`config.mk`:
```
export PLATFORM = sky130hd
export DESIGN_NAME = mcart_rst_sel_flat
export DESIGN_NICKNAME = d
export VERILOG_FILES = /design/src/rtl/mcart_rst_sel_pkg.sv /design/src/rtl/mcart_rst_sel_if.sv /design/src/rtl/mcart_btn_deb.sv /design/src/rtl/mcart_rst_sel.sv /design/src/flat_wrapper.sv
export SDC_FILE = /design/constraint.sdc
export NUM_CORES = 1
export LEC_CHECK = 0
export BUFFER_PORTS_ARGS = -buffer_cell sky130_fd_sc_hd__buf_2
export CORE_ASPECT_RATIO = 0.6
export CORE_MARGIN = 2
export CORE_UTILIZATION = 40
export DETAILED_ROUTE_END_ITERATION = 7
export GPL_TIMING_DRIVEN = 0
export PLACE_DENSITY_LB_ADDON = 0.15
export SYNTH_ARGS = -nofsm -noshare
export SYNTH_HDL_FRONTEND = slang
export SYNTH_SLANG_ARGS = --single-unit
```
`constraint.sdc`:
```
create_clock -name m2 -period 4.46 [get_ports m2]
set_input_delay 0 -clock m2 [delete_from_list [all_inputs] [get_ports m2]]
set_output_delay 0 -clock m2 [all_outputs]
set_load 0.02 [all_outputs]
```
`src/rtl/mcart_rst_sel_pkg.sv`:
```
// Shared types and constants for the multicart reset-button game selector.
// Optional selection lock is compiled in with MCART_LOCK_EN.
package mcart_rst_sel_pkg;

    typedef enum logic [1:0] {
        IDLE  = 2'd0,
        ARMED = 2'd1,
        HELD  = 2'd2
    } deb_state_e;

    localparam logic [7:0]  SS_ADDR_SEL = 8'd0;
    localparam logic [7:0]  SS_ADDR_IDX = 8'd127;

    // CPU write window that arms the selection lock: 0x5000-0x5FFF
    localparam logic [15:0] LOCK_BASE   = 16'h5000;
    localparam logic [15:0] LOCK_MASK   = 16'hF000;

endpackage

```
`src/rtl/mcart_rst_sel_if.sv`:
```
// CPU and save-state bus bundle for mcart_rst_sel.
// Handshake: no valid/ready; every field is a level sampled on the m2 falling edge, ss_rdat is combinational.
interface mcart_rst_sel_if;
    logic [15:0] cpu_addr;
    logic [7:0]  cpu_dat;
    logic        cpu_rw;
    logic        ss_act;
    logic        ss_we;
    logic [7:0]  ss_addr;
    logic [7:0]  ss_wdat;
    logic [7:0]  map_idx;
    logic [7:0]  ss_rdat;

    modport master (
        output cpu_addr, cpu_dat, cpu_rw,
        output ss_act, ss_we, ss_addr, ss_wdat, map_idx,
        input  ss_rdat
    );

    modport slave (
        input  cpu_addr, cpu_dat, cpu_rw,
        input  ss_act, ss_we, ss_addr, ss_wdat, map_idx,
        output ss_rdat
    );
endinterface

```
`src/rtl/mcart_btn_deb.sv`:
```
// Reset-button synchroniser and debounce FSM: one pulse_out per press held DEB_CYC cycles.
// pulse_out is gated by arm_en, but the FSM keeps tracking the button regardless.
module mcart_btn_deb
    import mcart_rst_sel_pkg::*;
#(
    parameter int DEB_CYC = 16
) (
    input  logic m2,
    input  logic map_rst_n,
    input  logic btn_in,
    input  logic arm_en,
    output logic pulse_out
);

    localparam logic [7:0] DEB_LIM = 8'(DEB_CYC);

    logic       sync1_q;
    logic       rst_s;
    deb_state_e state_q;
    logic [7:0] cnt_q;
    logic       pulse_q;

    always_ff @(negedge m2 or negedge map_rst_n) begin
        if (!map_rst_n) begin
            sync1_q <= 1'b0;
            rst_s   <= 1'b0;
        end else begin
            sync1_q <= btn_in;
            rst_s   <= sync1_q;
        end
    end

    // cnt_q holds the number of consecutive high samples seen so far
    always_ff @(negedge m2 or negedge map_rst_n) begin
        if (!map_rst_n) begin
            state_q <= IDLE;
            cnt_q   <= 8'd0;
            pulse_q <= 1'b0;
        end else begin
            pulse_q <= 1'b0;
            case (state_q)
                IDLE: begin
                    if (rst_s) begin
                        cnt_q <= 8'd1;
                        if (DEB_LIM == 8'd1) begin
                            state_q <= HELD;
                            pulse_q <= 1'b1;
                        end else begin
                            state_q <= ARMED;
                        end
                    end
                end
                ARMED: begin
                    if (!rst_s) begin
                        state_q <= IDLE;
                        cnt_q   <= 8'd0;
                    end else begin
                        cnt_q <= cnt_q + 8'd1;
                        if (cnt_q + 8'd1 == DEB_LIM) begin
                            state_q <= HELD;
                            pulse_q <= 1'b1;
                        end
                    end
                end
                HELD: begin
                    if (!rst_s) begin
                        state_q <= IDLE;
                        cnt_q   <= 8'd0;
                    end
                end
                default: begin
                    state_q <= IDLE;
                    cnt_q   <= 8'd0;
                end
            endcase
        end
    end

    assign pulse_out = pulse_q & arm_en;

endmodule

```
`src/rtl/mcart_rst_sel.sv`:
```
// Multicart game selector: console reset presses step game_sel, save-state bus loads/reads it.
// Define MCART_LOCK_EN to add a CPU-settable lock that freezes button advances.
module mcart_rst_sel
    import mcart_rst_sel_pkg::*;
#(
    parameter int GAME_CNT = 4,
    parameter int SEL_W    = 2,
    parameter int DEB_CYC  = 16
) (
    input  logic             m2,
    input  logic             map_rst_n,
    input  logic             sys_rst,
    mcart_rst_sel_if.slave   bus,
    output logic [SEL_W-1:0] game_sel,
    output logic             sel_lock
);

    localparam logic [SEL_W-1:0] SEL_MAX = SEL_W'(GAME_CNT - 1);

    logic             advance;
    logic             arm_en;
    logic             ss_wr;
    logic [SEL_W-1:0] ss_val;
    logic [SEL_W-1:0] game_sel_q;
    logic [7:0]       rdat;
    logic             unused_wdat;

    assign arm_en      = ~bus.ss_act & ~sel_lock;
    assign ss_wr       = bus.ss_act & bus.ss_we & (bus.ss_addr == SS_ADDR_SEL);
    assign ss_val      = bus.ss_wdat[SEL_W-1:0];
    assign unused_wdat = ^bus.ss_wdat;

    mcart_btn_deb #(
        .DEB_CYC (DEB_CYC)
    ) u_deb (
        .m2        (m2),
        .map_rst_n (map_rst_n),
        .btn_in    (sys_rst),
        .arm_en    (arm_en),
        .pulse_out (advance)
    );

`ifdef MCART_LOCK_EN
    logic lock_q;
    logic lock_hit;

    assign lock_hit = ~bus.cpu_rw & ((bus.cpu_addr & LOCK_MASK) == LOCK_BASE) & bus.cpu_dat[7];

    always_ff @(negedge m2 or negedge map_rst_n) begin
        if (!map_rst_n) begin
            lock_q <= 1'b0;
        end else if (lock_hit) begin
            lock_q <= 1'b1;
        end
    end

    assign sel_lock = lock_q;
`else
    logic unused_cpu;

    assign unused_cpu = ^{bus.cpu_addr, bus.cpu_dat, bus.cpu_rw};
    assign sel_lock   = 1'b0;
`endif

    // A save-state load takes priority over a coincident button advance
    always_ff @(negedge m2 or negedge map_rst_n) begin
        if (!map_rst_n) begin
            game_sel_q <= '0;
        end else if (ss_wr) begin
            game_sel_q <= (ss_val > SEL_MAX) ? '0 : ss_val;
        end else if (advance) begin
            game_sel_q <= (game_sel_q == SEL_MAX) ? '0 : game_sel_q + 1'b1;
        end
    end

    always_comb begin
        rdat = 8'hFF;
        if (bus.ss_addr == SS_ADDR_SEL) begin
            rdat             = 8'h00;
            rdat[SEL_W-1:0]  = game_sel_q;
        end else if (bus.ss_addr == SS_ADDR_IDX) begin
            rdat = bus.map_idx;
        end
    end

    assign bus.ss_rdat = rdat;
    assign game_sel    = game_sel_q;

endmodule

```
`src/flat_wrapper.sv`:
```
// flat-port wrapper written by rule: the top's interface ports become plain ports
module mcart_rst_sel_flat import mcart_rst_sel_pkg::*;
#(
    parameter int GAME_CNT = 4,
    parameter int SEL_W    = 2,
    parameter int DEB_CYC  = 16
)
  (m2, map_rst_n, sys_rst, game_sel, sel_lock, bus_cpu_addr, bus_cpu_dat, bus_cpu_rw, bus_ss_act, bus_ss_we, bus_ss_addr, bus_ss_wdat, bus_map_idx, bus_ss_rdat);
  mcart_rst_sel_if bus_i ();
  input  logic m2;
  input  logic map_rst_n;
  input  logic sys_rst;
  output logic [SEL_W-1:0] game_sel;
  output logic sel_lock;
  input wire logic [$bits(bus_i.cpu_addr)-1:0] bus_cpu_addr;
  input wire logic [$bits(bus_i.cpu_dat)-1:0] bus_cpu_dat;
  input wire logic [$bits(bus_i.cpu_rw)-1:0] bus_cpu_rw;
  input wire logic [$bits(bus_i.ss_act)-1:0] bus_ss_act;
  input wire logic [$bits(bus_i.ss_we)-1:0] bus_ss_we;
  input wire logic [$bits(bus_i.ss_addr)-1:0] bus_ss_addr;
  input wire logic [$bits(bus_i.ss_wdat)-1:0] bus_ss_wdat;
  input wire logic [$bits(bus_i.map_idx)-1:0] bus_map_idx;
  output wire logic [$bits(bus_i.ss_rdat)-1:0] bus_ss_rdat;
  assign bus_i.cpu_addr = bus_cpu_addr;
  assign bus_i.cpu_dat = bus_cpu_dat;
  assign bus_i.cpu_rw = bus_cpu_rw;
  assign bus_i.ss_act = bus_ss_act;
  assign bus_i.ss_we = bus_ss_we;
  assign bus_i.ss_addr = bus_ss_addr;
  assign bus_i.ss_wdat = bus_ss_wdat;
  assign bus_i.map_idx = bus_map_idx;
  assign bus_ss_rdat = bus_i.ss_rdat;
  mcart_rst_sel #(.GAME_CNT(GAME_CNT), .SEL_W(SEL_W), .DEB_CYC(DEB_CYC)) u_core (.m2(m2), .map_rst_n(map_rst_n), .sys_rst(sys_rst), .bus(bus_i), .game_sel(game_sel), .sel_lock(sel_lock));
endmodule
```
==> results.yml <==
status:
  outcome: "finished, final reports clean"
place:
  port_buffers: 32
  pre_cts_ws_ps: 1170
  dp_cells: 150
  place.detailed.hpwl_um: 1530
  gp_congestion: 0.826
clocking:
  cts_max_level: 1
  post_cts.repair.setup_buffers: 0
  cts_root_buffer: "clkbuf_8"
  cts_tree: "built"
  postCtsHoldBufs: 0
  clock_latency_ps: 260
  clock_sinks: 15
  clk_pin_slew_ps: 40
  cts_resized: 0
  numCtsBuffers: 3
  cts_max_path_buffers: 2
layout:
  antenna_cells: 0
  nets: 181
  drive_gt1_share_pct: 33.1
  area_delta_synth_final_pct: 27.2
  fill_cells: 216
  final_cells: 154
routing:
  first_iter_violations: 12
  drc: 0
  met3WireLength_um: 191
  wirelength_met1_um: 1000
  vias: 813
  dr.max_layer_used: "met4"
  dr.pass1.iters: 4
  wl_per_cell_um: 13.0
  met2_length_um: 774
  final_antenna_net_count: 0
  routed_wl_um: 2000
  routed_via_density: 5.28
sta:
  maxSlewViolCount: 0
  clock-skew-final_ps: 1.20
  timing.final.ws_setup_ps: 1160
  setup_violations: 0
  tns_ps: 0
  rsz0062_at_grt: "no"
  holdWs_ps: 304
  hold_viol_final: 0
setup_path:
  path_class: "reg -> out"
  crit_path_end_kind: "output port"
  path_max_fanout: 5
  rrSetupSlack_ps: 2680
  required_ps: 4460
  critical_path_arrival_ps: 3300
  startpoint_type: "flip-flop"
die:
  core_mm2: 0.00215
  die_y_um: 40.7
  initial_core_util_pct: 41.8
  dieWidth_um: 65.1
  top_level_ports: 65
  die-area_mm2: 0.00265
  rows: 13
synth:
  yosysMostFrequentCell: "dfrtn_1"
  netlist_top_cells_area: "dfrtn_1 (42%), mux2i_1 (5.6%), o21a_1 (5.0%)"
  syn_inst: 88
  ys_seq_elements: 15
  yosysTopAreaCellShare_pct: 41.8
  synth_edf_count: 0
  synth_top_flop_cell: "dfrtn_1"
  async_reset_ff_share_pct: 100
  yosysSeqAreaShare_pct: 41.8
  syn_nets: 144
  yosysWarnings: 0
  synthTopCellsByCount: "dfrtn_1 (15), o21a_1 (6), mux2i_1 (5), nor4_1 (5)"
  netlist_area_um2: 897
  synth.avg_cell_area_um2: 10.2
  yosysUniqueCellTypes: 36
  synth_area_leader_cell: "dfrtn_1"
global_route:
  antenna_found_initial: 0
  globalRoute.totalOverflow: 0
  grt_pass1_vias: 642
  grt_use_total_pct: 16.7
  grt_pass1_wl_um: 3070
  grt_max_degree: 16
power:
  power_density_mw_per_mm2: 254
  clkPwrFrac_pct: 37.7
  combPwrFrac_pct: 11.3
  ir_worst_vdd_v: 0.000169
  switching_share_pct: 24.1
  pwr-share-seq_pct: 51.0
  p_int_mw: 0.220
  p_sw_mw: 0.0699
  leakage_nw: 0.568
worst_hold_path:
  hp-class: "reg -> reg"
job:
  max_cap_violations: 0
[final cells by class]
cell class,count,area (µm²),share of cell area (%)
multi-input combinational,65,483,42.3
tap,30,37.5,3.29
inverter,3,11.3,0.987
sequential,15,375,32.9
timing repair buffer,32,160,14.0
buffer,5,27.5,2.41
clock inverter,1,5.00,0.439
clock buffer,3,41.3,3.62
[state kept, by name, indices dropped and copies added (netlist names)]
| signal | cells |
|---|---|
| u_core.u_deb.rst_s | 1 |
| u_core.u_deb.sync1_q | 1 |
| u_core.u_deb.state_q | 2 |
| u_core.u_deb.pulse_q | 1 |
| u_core.game_sel | 2 |
| u_core.u_deb.cnt_q | 8 |
[per-stage QoR]
step / utilization, % / power (mW) / instance area (µm²)
finish: 53.1 / 0.290 / 1140
global route: 53.1 / 0.308 / 1140
CTS: 53.1 / 0.294 / 1140
detailed placement: 51.0 / 0.182 / 1090
global placement: 51.0 / 0.181 / 1090
floorplan: - / 0.164 / 897
[critical path: stages, from the launching register on]
cell	delay, ps
dfrtn_1	490
o22a_1	160
buf_2	160
[cells in the final DEF (no fill, tap or decap), drive strengths merged, types with 3 or more instances in the layout]
cell     n
buf     35
dfrtn   15
o21a     6
nor4     5
mux2i    5
nand2    5
clkbuf   5
nand3    4
a22o     4
inv      3
a21oi    3
o211a    3
a211o    3
[final timing paths]
check | startpoint | endpoint | cells after the start
worst min-delay path | u_core.u_deb.sync1_q | u_core.u_deb.rst_s | 0
worst max register to register | u_core.u_deb.cnt_q[0] | u_core.u_deb.state_q[0] | 4
worst max-delay path | u_core.game_sel[0] | bus_ss_rdat[0] | 2
worst min register to register | u_core.u_deb.sync1_q | u_core.u_deb.rst_s | 0
max in group asynchronous | map_rst_n | u_core.u_deb.cnt_q[6] | 1
min in group asynchronous | map_rst_n | u_core.u_deb.cnt_q[5] | 1
[cell families after synthesis]
| logic type | share of synthesized area (%) |
|---|---|
| and+or+nand+nor | 20.5 |
| AOI/OAI and AO/OA | 22.6 |
| DFF | 41.8 |
| buffers and inverters | 4.32 |
| muxes | 5.58 |
| adders and majority gates | 2.79 |
| xor gates and xnor gates | 1.95 |
| other | 0.418 |
[power by group through the flow]
stage | Sequential [mW] | Combinational, mW | Clock [mW]
final | 0.148 | 0.0328 | 0.109
after global placement | 0.149 | 0.0322 | 0
after floorplan | 0.149 | 0.0159 | 0
after CTS | 0.148 | 0.0332 | 0.113
after detailed placement | 0.150 | 0.0328 | 0
after global routing | 0.149 | 0.0375 | 0.121
[routing by layer]
layer	GRT usage, %	vias up
li1	-	407
met1	24.8	365
met2	21.9	36
met3	6.04	5
met4	6.25	0
met5	0	-
No activity file was read; power rests on OpenSTA's default activity.
